<file path="config.mk">
export PLATFORM = sky130hd
export DESIGN_NAME = stage_execute
export DESIGN_NICKNAME = d
export VERILOG_FILES = /design/src/rtl/stage_execute.sv
export SDC_FILE = /design/constraint.sdc
export NUM_CORES = 1
export LEC_CHECK = 0
export ABC_AREA = 0
export CORE_MARGIN = 3
export CORE_UTILIZATION = 60
export DETAILED_ROUTE_END_ITERATION = 10
export GPL_ROUTABILITY_DRIVEN = 0
export GPL_TIMING_DRIVEN = 1
export PLACE_DENSITY = 0.95
export REMOVE_ABC_BUFFERS = 1
export SYNTH_ARGS = -nofsm -noshare
export SYNTH_HDL_FRONTEND = slang
export SYNTH_SLANG_ARGS = --single-unit
</file>
<file path="constraint.sdc">
create_clock -name clk -period 12.8 [get_ports clk]
set_input_delay 1.92 -clock clk [delete_from_list [all_inputs] [get_ports clk]]
set_output_delay 1.92 -clock clk [all_outputs]
set_load 0.05 [all_outputs]
</file>
<file path="src/rtl/stage_execute.sv">
// Vector execute stage: lane-wise ALU with single-cycle ops and a
// multi-cycle shift-add multiplier, output registers held under stall.
module stage_execute #(
    parameter int vecSize      = 4,
    parameter int registerSize = 8
) (
    input  logic                            clk,
    input  logic                            reset,
    input  logic                            in_valid,
    output logic                            in_ready,
    input  logic [2:0]                      opcode,
    input  logic [vecSize*registerSize-1:0] operandA,
    input  logic [vecSize*registerSize-1:0] operandB,
    input  logic [registerSize-1:0]         imm,
    input  logic                            useImm,
    input  logic                            writeEnableIn,
    input  logic                            writeMemFromIn,
    input  logic [1:0]                      writeRegFromIn,
    input  logic                            stall,
    input  logic                            flush,
    output logic [vecSize*registerSize-1:0] aluResult,
    output logic [registerSize-1:0]         alu_operand2,
    output logic [registerSize-1:0]         imm_out,
    output logic                            writeEnable,
    output logic                            writeMemFrom,
    output logic [1:0]                      writeRegFrom,
    output logic                            out_valid
);

    localparam int R  = registerSize;
    localparam int W  = vecSize * registerSize;
    localparam int SW = $clog2(registerSize);

    localparam logic [2:0] OP_ADD = 3'd0;
    localparam logic [2:0] OP_SUB = 3'd1;
    localparam logic [2:0] OP_AND = 3'd2;
    localparam logic [2:0] OP_OR  = 3'd3;
    localparam logic [2:0] OP_XOR = 3'd4;
    localparam logic [2:0] OP_SLL = 3'd5;
    localparam logic [2:0] OP_SRL = 3'd6;
    localparam logic [2:0] OP_MUL = 3'd7;

    typedef enum logic {S_READY, S_MULT} state_t;

    // Writeback controls travelling with an instruction.
    typedef struct packed {
        logic [R-1:0] imm;
        logic [R-1:0] op2;
        logic         we;
        logic         wmf;
        logic [1:0]   wrf;
    } ctrl_t;

    state_t        state_q, state_d;
    logic [SW-1:0] cnt_q, cnt_d;
    logic [W-1:0]  acc_q, acc_d;
    logic [W-1:0]  mcand_q, mcand_d;
    logic [W-1:0]  mplier_q, mplier_d;
    ctrl_t         pend_q, pend_d;
    ctrl_t         outc_q, outc_d;
    logic [W-1:0]  res_q, res_d;
    logic          valid_q, valid_d;

    logic [W-1:0]  b_eff;
    logic [W-1:0]  alu_res;
    logic [W-1:0]  acc_step;
    ctrl_t         ctrl_in;
    logic          accept;
    logic          last_step;

    function automatic logic [R-1:0] lane_alu(input logic [2:0] op,
                                              input logic [R-1:0] a,
                                              input logic [R-1:0] b);
        case (op)
            OP_ADD:  return a + b;
            OP_SUB:  return a - b;
            OP_AND:  return a & b;
            OP_OR:   return a | b;
            OP_XOR:  return a ^ b;
            OP_SLL:  return a << b[SW-1:0];
            OP_SRL:  return a >> b[SW-1:0];
            default: return '0;  // MUL goes through the shift-add path
        endcase
    endfunction

    assign b_eff     = useImm ? {vecSize{imm}} : operandB;
    assign ctrl_in   = '{imm: imm, op2: b_eff[R-1:0], we: writeEnableIn,
                         wmf: writeMemFromIn, wrf: writeRegFromIn};
    assign in_ready  = (state_q == S_READY) && !stall && !flush && !reset;
    assign accept    = in_valid && in_ready;
    assign last_step = (cnt_q == SW'(R - 1));

    // Lane-wise single-cycle result and one shift-add step for every lane.
    always_comb begin
        // NOTE: every variable written here gets a default first so no latch is inferred.
        alu_res  = '0;
        acc_step = '0;
        for (int l = 0; l < vecSize; l++) begin
            alu_res[l*R +: R]  = lane_alu(opcode, operandA[l*R +: R], b_eff[l*R +: R]);
            acc_step[l*R +: R] = acc_q[l*R +: R] + (mplier_q[l*R] ? mcand_q[l*R +: R] : '0);
        end
    end

    // Next-state logic: accept, multiply stepping, output load/hold, flush.
    always_comb begin
        state_d  = state_q;
        cnt_d    = cnt_q;
        acc_d    = acc_q;
        mcand_d  = mcand_q;
        mplier_d = mplier_q;
        pend_d   = pend_q;
        outc_d   = outc_q;
        res_d    = res_q;
        valid_d  = valid_q && stall;  // a valid result waits while writeback stalls

        if (flush) begin
            valid_d = 1'b0;
            state_d = S_READY;
            cnt_d   = '0;
        end else begin
            case (state_q)
                S_READY: begin
                    if (accept) begin
                        if (opcode == OP_MUL) begin
                            acc_d    = '0;
                            mcand_d  = operandA;
                            mplier_d = b_eff;
                            pend_d   = ctrl_in;
                            cnt_d    = '0;
                            state_d  = S_MULT;
                        end else begin
                            res_d   = alu_res;
                            outc_d  = ctrl_in;
                            valid_d = 1'b1;
                        end
                    end
                end
                S_MULT: begin
                    if (last_step) begin
                        // The final step is held off until writeback can take it.
                        if (!stall) begin
                            acc_d   = acc_step;
                            res_d   = acc_step;
                            outc_d  = pend_q;
                            valid_d = 1'b1;
                            cnt_d   = '0;
                            state_d = S_READY;
                        end
                    end else begin
                        acc_d = acc_step;
                        for (int l = 0; l < vecSize; l++) begin
                            mcand_d[l*R +: R]  = mcand_q[l*R +: R] << 1;
                            mplier_d[l*R +: R] = mplier_q[l*R +: R] >> 1;
                        end
                        cnt_d = cnt_q + 1'b1;
                    end
                end
                default: state_d = S_READY;
            endcase
        end
    end

    // State and output registers with asynchronous reset.
    always_ff @(posedge clk or posedge reset) begin
        if (reset) begin
            state_q  <= S_READY;
            cnt_q    <= '0;
            acc_q    <= '0;
            mcand_q  <= '0;
            mplier_q <= '0;
            pend_q   <= '0;
            outc_q   <= '0;
            res_q    <= '0;
            valid_q  <= 1'b0;
        end else begin
            // NOTE: non-blocking assignments so every register samples pre-edge values.
            state_q  <= state_d;
            cnt_q    <= cnt_d;
            acc_q    <= acc_d;
            mcand_q  <= mcand_d;
            mplier_q <= mplier_d;
            pend_q   <= pend_d;
            outc_q   <= outc_d;
            res_q    <= res_d;
            valid_q  <= valid_d;
        end
    end

    assign aluResult    = res_q;
    assign alu_operand2 = outc_q.op2;
    assign imm_out      = outc_q.imm;
    assign writeEnable  = outc_q.we;
    assign writeMemFrom = outc_q.wmf;
    assign writeRegFrom = outc_q.wrf;
    assign out_valid    = valid_q;

endmodule
</file>
==> results.cfg <==
[status]
status = finished, final reports clean

[cts]
post_cts_buffers = 0
clockBufferDepth = 2
insertion_delay_ps = 450
ctsHoldBuffers = 0
clockRootBuffer = clkbuf_16
cts_tree = built
cts.clk_slew.worst_paths_ps = 80
cts_buffers = 17
htreeDepth = 4
numClockSinks = 173
cts.repair.resized = 0

[grt]
grt_start_max_net_pins = 100
grt_pass1_vias = 14000
grt_pass1_wl_um = 72000
overflow = 0
antenna_found_initial = 0
grt_usage = 0.340

[power_and_ir_drop]
p_per_area_nw_per_um2 = 118
p_leak_nw = 7.53
ir_worst_vdd_mv = 0.0797

[sta]
skew_ps = 16.5
fmax_mhz = 172
finalCriticalPeriod_ps = 5820
tightest_slew_ps = 1430
slew_viol_final = 0
period_share = 0.454
finalSetupTns_ps = 0
setup_viol = 0
hold_violations = 0
rsz0062_at_grt = no
slew_headroom = 0.0473
holdWs_ps = 480

[cells_and_area]
n_fill_cell = 1793
finalNetCount = 2083
drive_above_1_share = 0.0535
final_cell_area_um2 = 16700
diodes = 0
area_delta_synth_final_pct = 14.2

[yosys]
yosys-top-cells-area = dfrtp_1, ha_1, nand2_1
synth_cell_types = 71
yosysSeqAreaShare = 0.296
syn_avg_cell_area_um2 = 8.19
ys.flop_type = dfrtp_1
synthMostInstantiatedCell = nand2_1
netlist_area_um2 = 14600
yosysTopAreaCell = dfrtp_1
yosys_register_bits = 173
synth_top_cell_area_share = 0.296
synth_cells = 1784
synth_common_cells = nand2_1, o21ai_0, dfrtp_1
async_reset_ff_frac = 1.00
synth-edff-count = 0
yosysWarnings = 0

[run]
cap_violations = 0

[setup_path]
worstPathRequired_ps = 10880
end_kind = output pin
crit_arrival_ps = 3900
crit_path_max_fanout = 5
worstSetupPathType = in2out
start_kind = input port

[routing]
dr.pass1.iters = 8
wl_per_cell_um = 20.9
ant_nets = 0
drt-vias-per-instance = 6.66
drcViolationCount = 0
vias = 14600
routed_wirelength_um = 45800
drt-initial-drc-count = 2130

[placement]
dp_hpwl_um = 31400
place_area_um2 = 16100
numPortBuffers = 138

[floorplanning]
core.rowCount = 56
die_w_um = 162
dieHeight_um = 162
dieArea_um2 = 26300
core_area_um2 = 23700
start_util = 0.617
ios = 139

[hold_path]
hold_path_class = reg2reg
==> kinds of logic after synthesis <==
group / share of synthesized area
and+or+nand+nor: 0.158
AOI/OAI and AO/OA: 0.224
buffers and inverters: 0.0590
DFF: 0.296
adders and majority gates: 0.126
muxes: 0.0940
xor gates and xnor gates: 0.0432
==> critical path: stages <==
cell             delay [ps]
clkdlybuf4s50_1         510
nor4_1                  550
clkdlybuf4s50_1         910
==> final timing paths <==
check / startpoint / end / slack (ps) / cells after the start
worst min-delay path: alu_operand2[0]$_DFFE_PP0P_ / alu_operand2[0]$_DFFE_PP0P_ / 480 / 2
worst min register to register: alu_operand2[0]$_DFFE_PP0P_ / alu_operand2[0]$_DFFE_PP0P_ / 480 / 2
worst max register to register: state_q$_DFF_PP0_ / mplier_q[21]$_DFFE_PP0P_ / 9400 / 6
min in group asynchronous: reset / writeMemFrom$_DFFE_PP0P_ / 2100 / 2
worst max-delay path: flush / in_ready / 6980 / 3
max in group asynchronous: reset / state_q$_DFF_PP0_ / 9070 / 3
==> sequential cells by signal, summed over array words and instances (netlist names) <==
signal        cells
out_valid         1
cnt_q             3
mplier_q         32
mcand_q          32
writeMemFrom      1
imm_out           8
state_q           1
writeEnable       1
aluResult        32
writeRegFrom      2
acc_q            32
pend_q           20
alu_operand2      8
==> metrics by stage <==
| step | instances | utilization | worst slack, ps | power [mW] |
|---|---|---|---|---|
| 2_1_floorplan | 1676 | - | 5440 | 1.16 |
| 3_3_place_gp | 2156 | 0.680 | 6990 | 1.39 |
| 3_5_place_dp | 2156 | 0.680 | 6720 | 1.42 |
| 4_1_cts | 2188 | 0.705 | 6990 | 1.95 |
| 5_1_grt | 2188 | 0.705 | 6930 | 2.04 |
| 6_report | 2188 | 0.705 | 6980 | 1.96 |
==> layout by cell type (no fill, tap or decap), types with 46 or more instances in the layout <==
master | synthesis | final
ha_1 | 134 | 134
a21oi_1 | 105 | 105
clkdlybuf4s50_1 | 0 | 136
dfrtp_1 | 173 | 172
xnor2_1 | 62 | 62
a31oi_1 | 46 | 46
nand2_1 | 274 | 274
nor2_1 | 129 | 129
inv_1 | 98 | 97
o21ai_0 | 179 | 179
mux2i_1 | 101 | 101
==> layout make-up <==
type,count,area [um2],share of cell area
clock inverters,15,148,0.00885
inverters,105,399,0.0239
well taps,319,399,0.0239
repair buffers,161,1540,0.0925
clock buffers,17,425,0.0255
flip-flops and latches,173,4330,0.260
multi-input cells,1398,9440,0.566
==> power breakdown <==
part	internal [mW]	total, mW	leakage, nW	switching (mW)
combinational	0.276	0.743	4.98	0.468
sequential	0.630	0.691	2.26	0.0615
clock	0.260	0.528	0.285	0.268
total	1.17	1.96	7.53	0.797
==> layer usage <==
metal	track usage	part of all wire
met2	0.539	0.44
met3	0.0956	0.13
met4	0.153	0.055
met1	0.435	0.37
met5	0	0
Power figures use the tool's default switching activity.
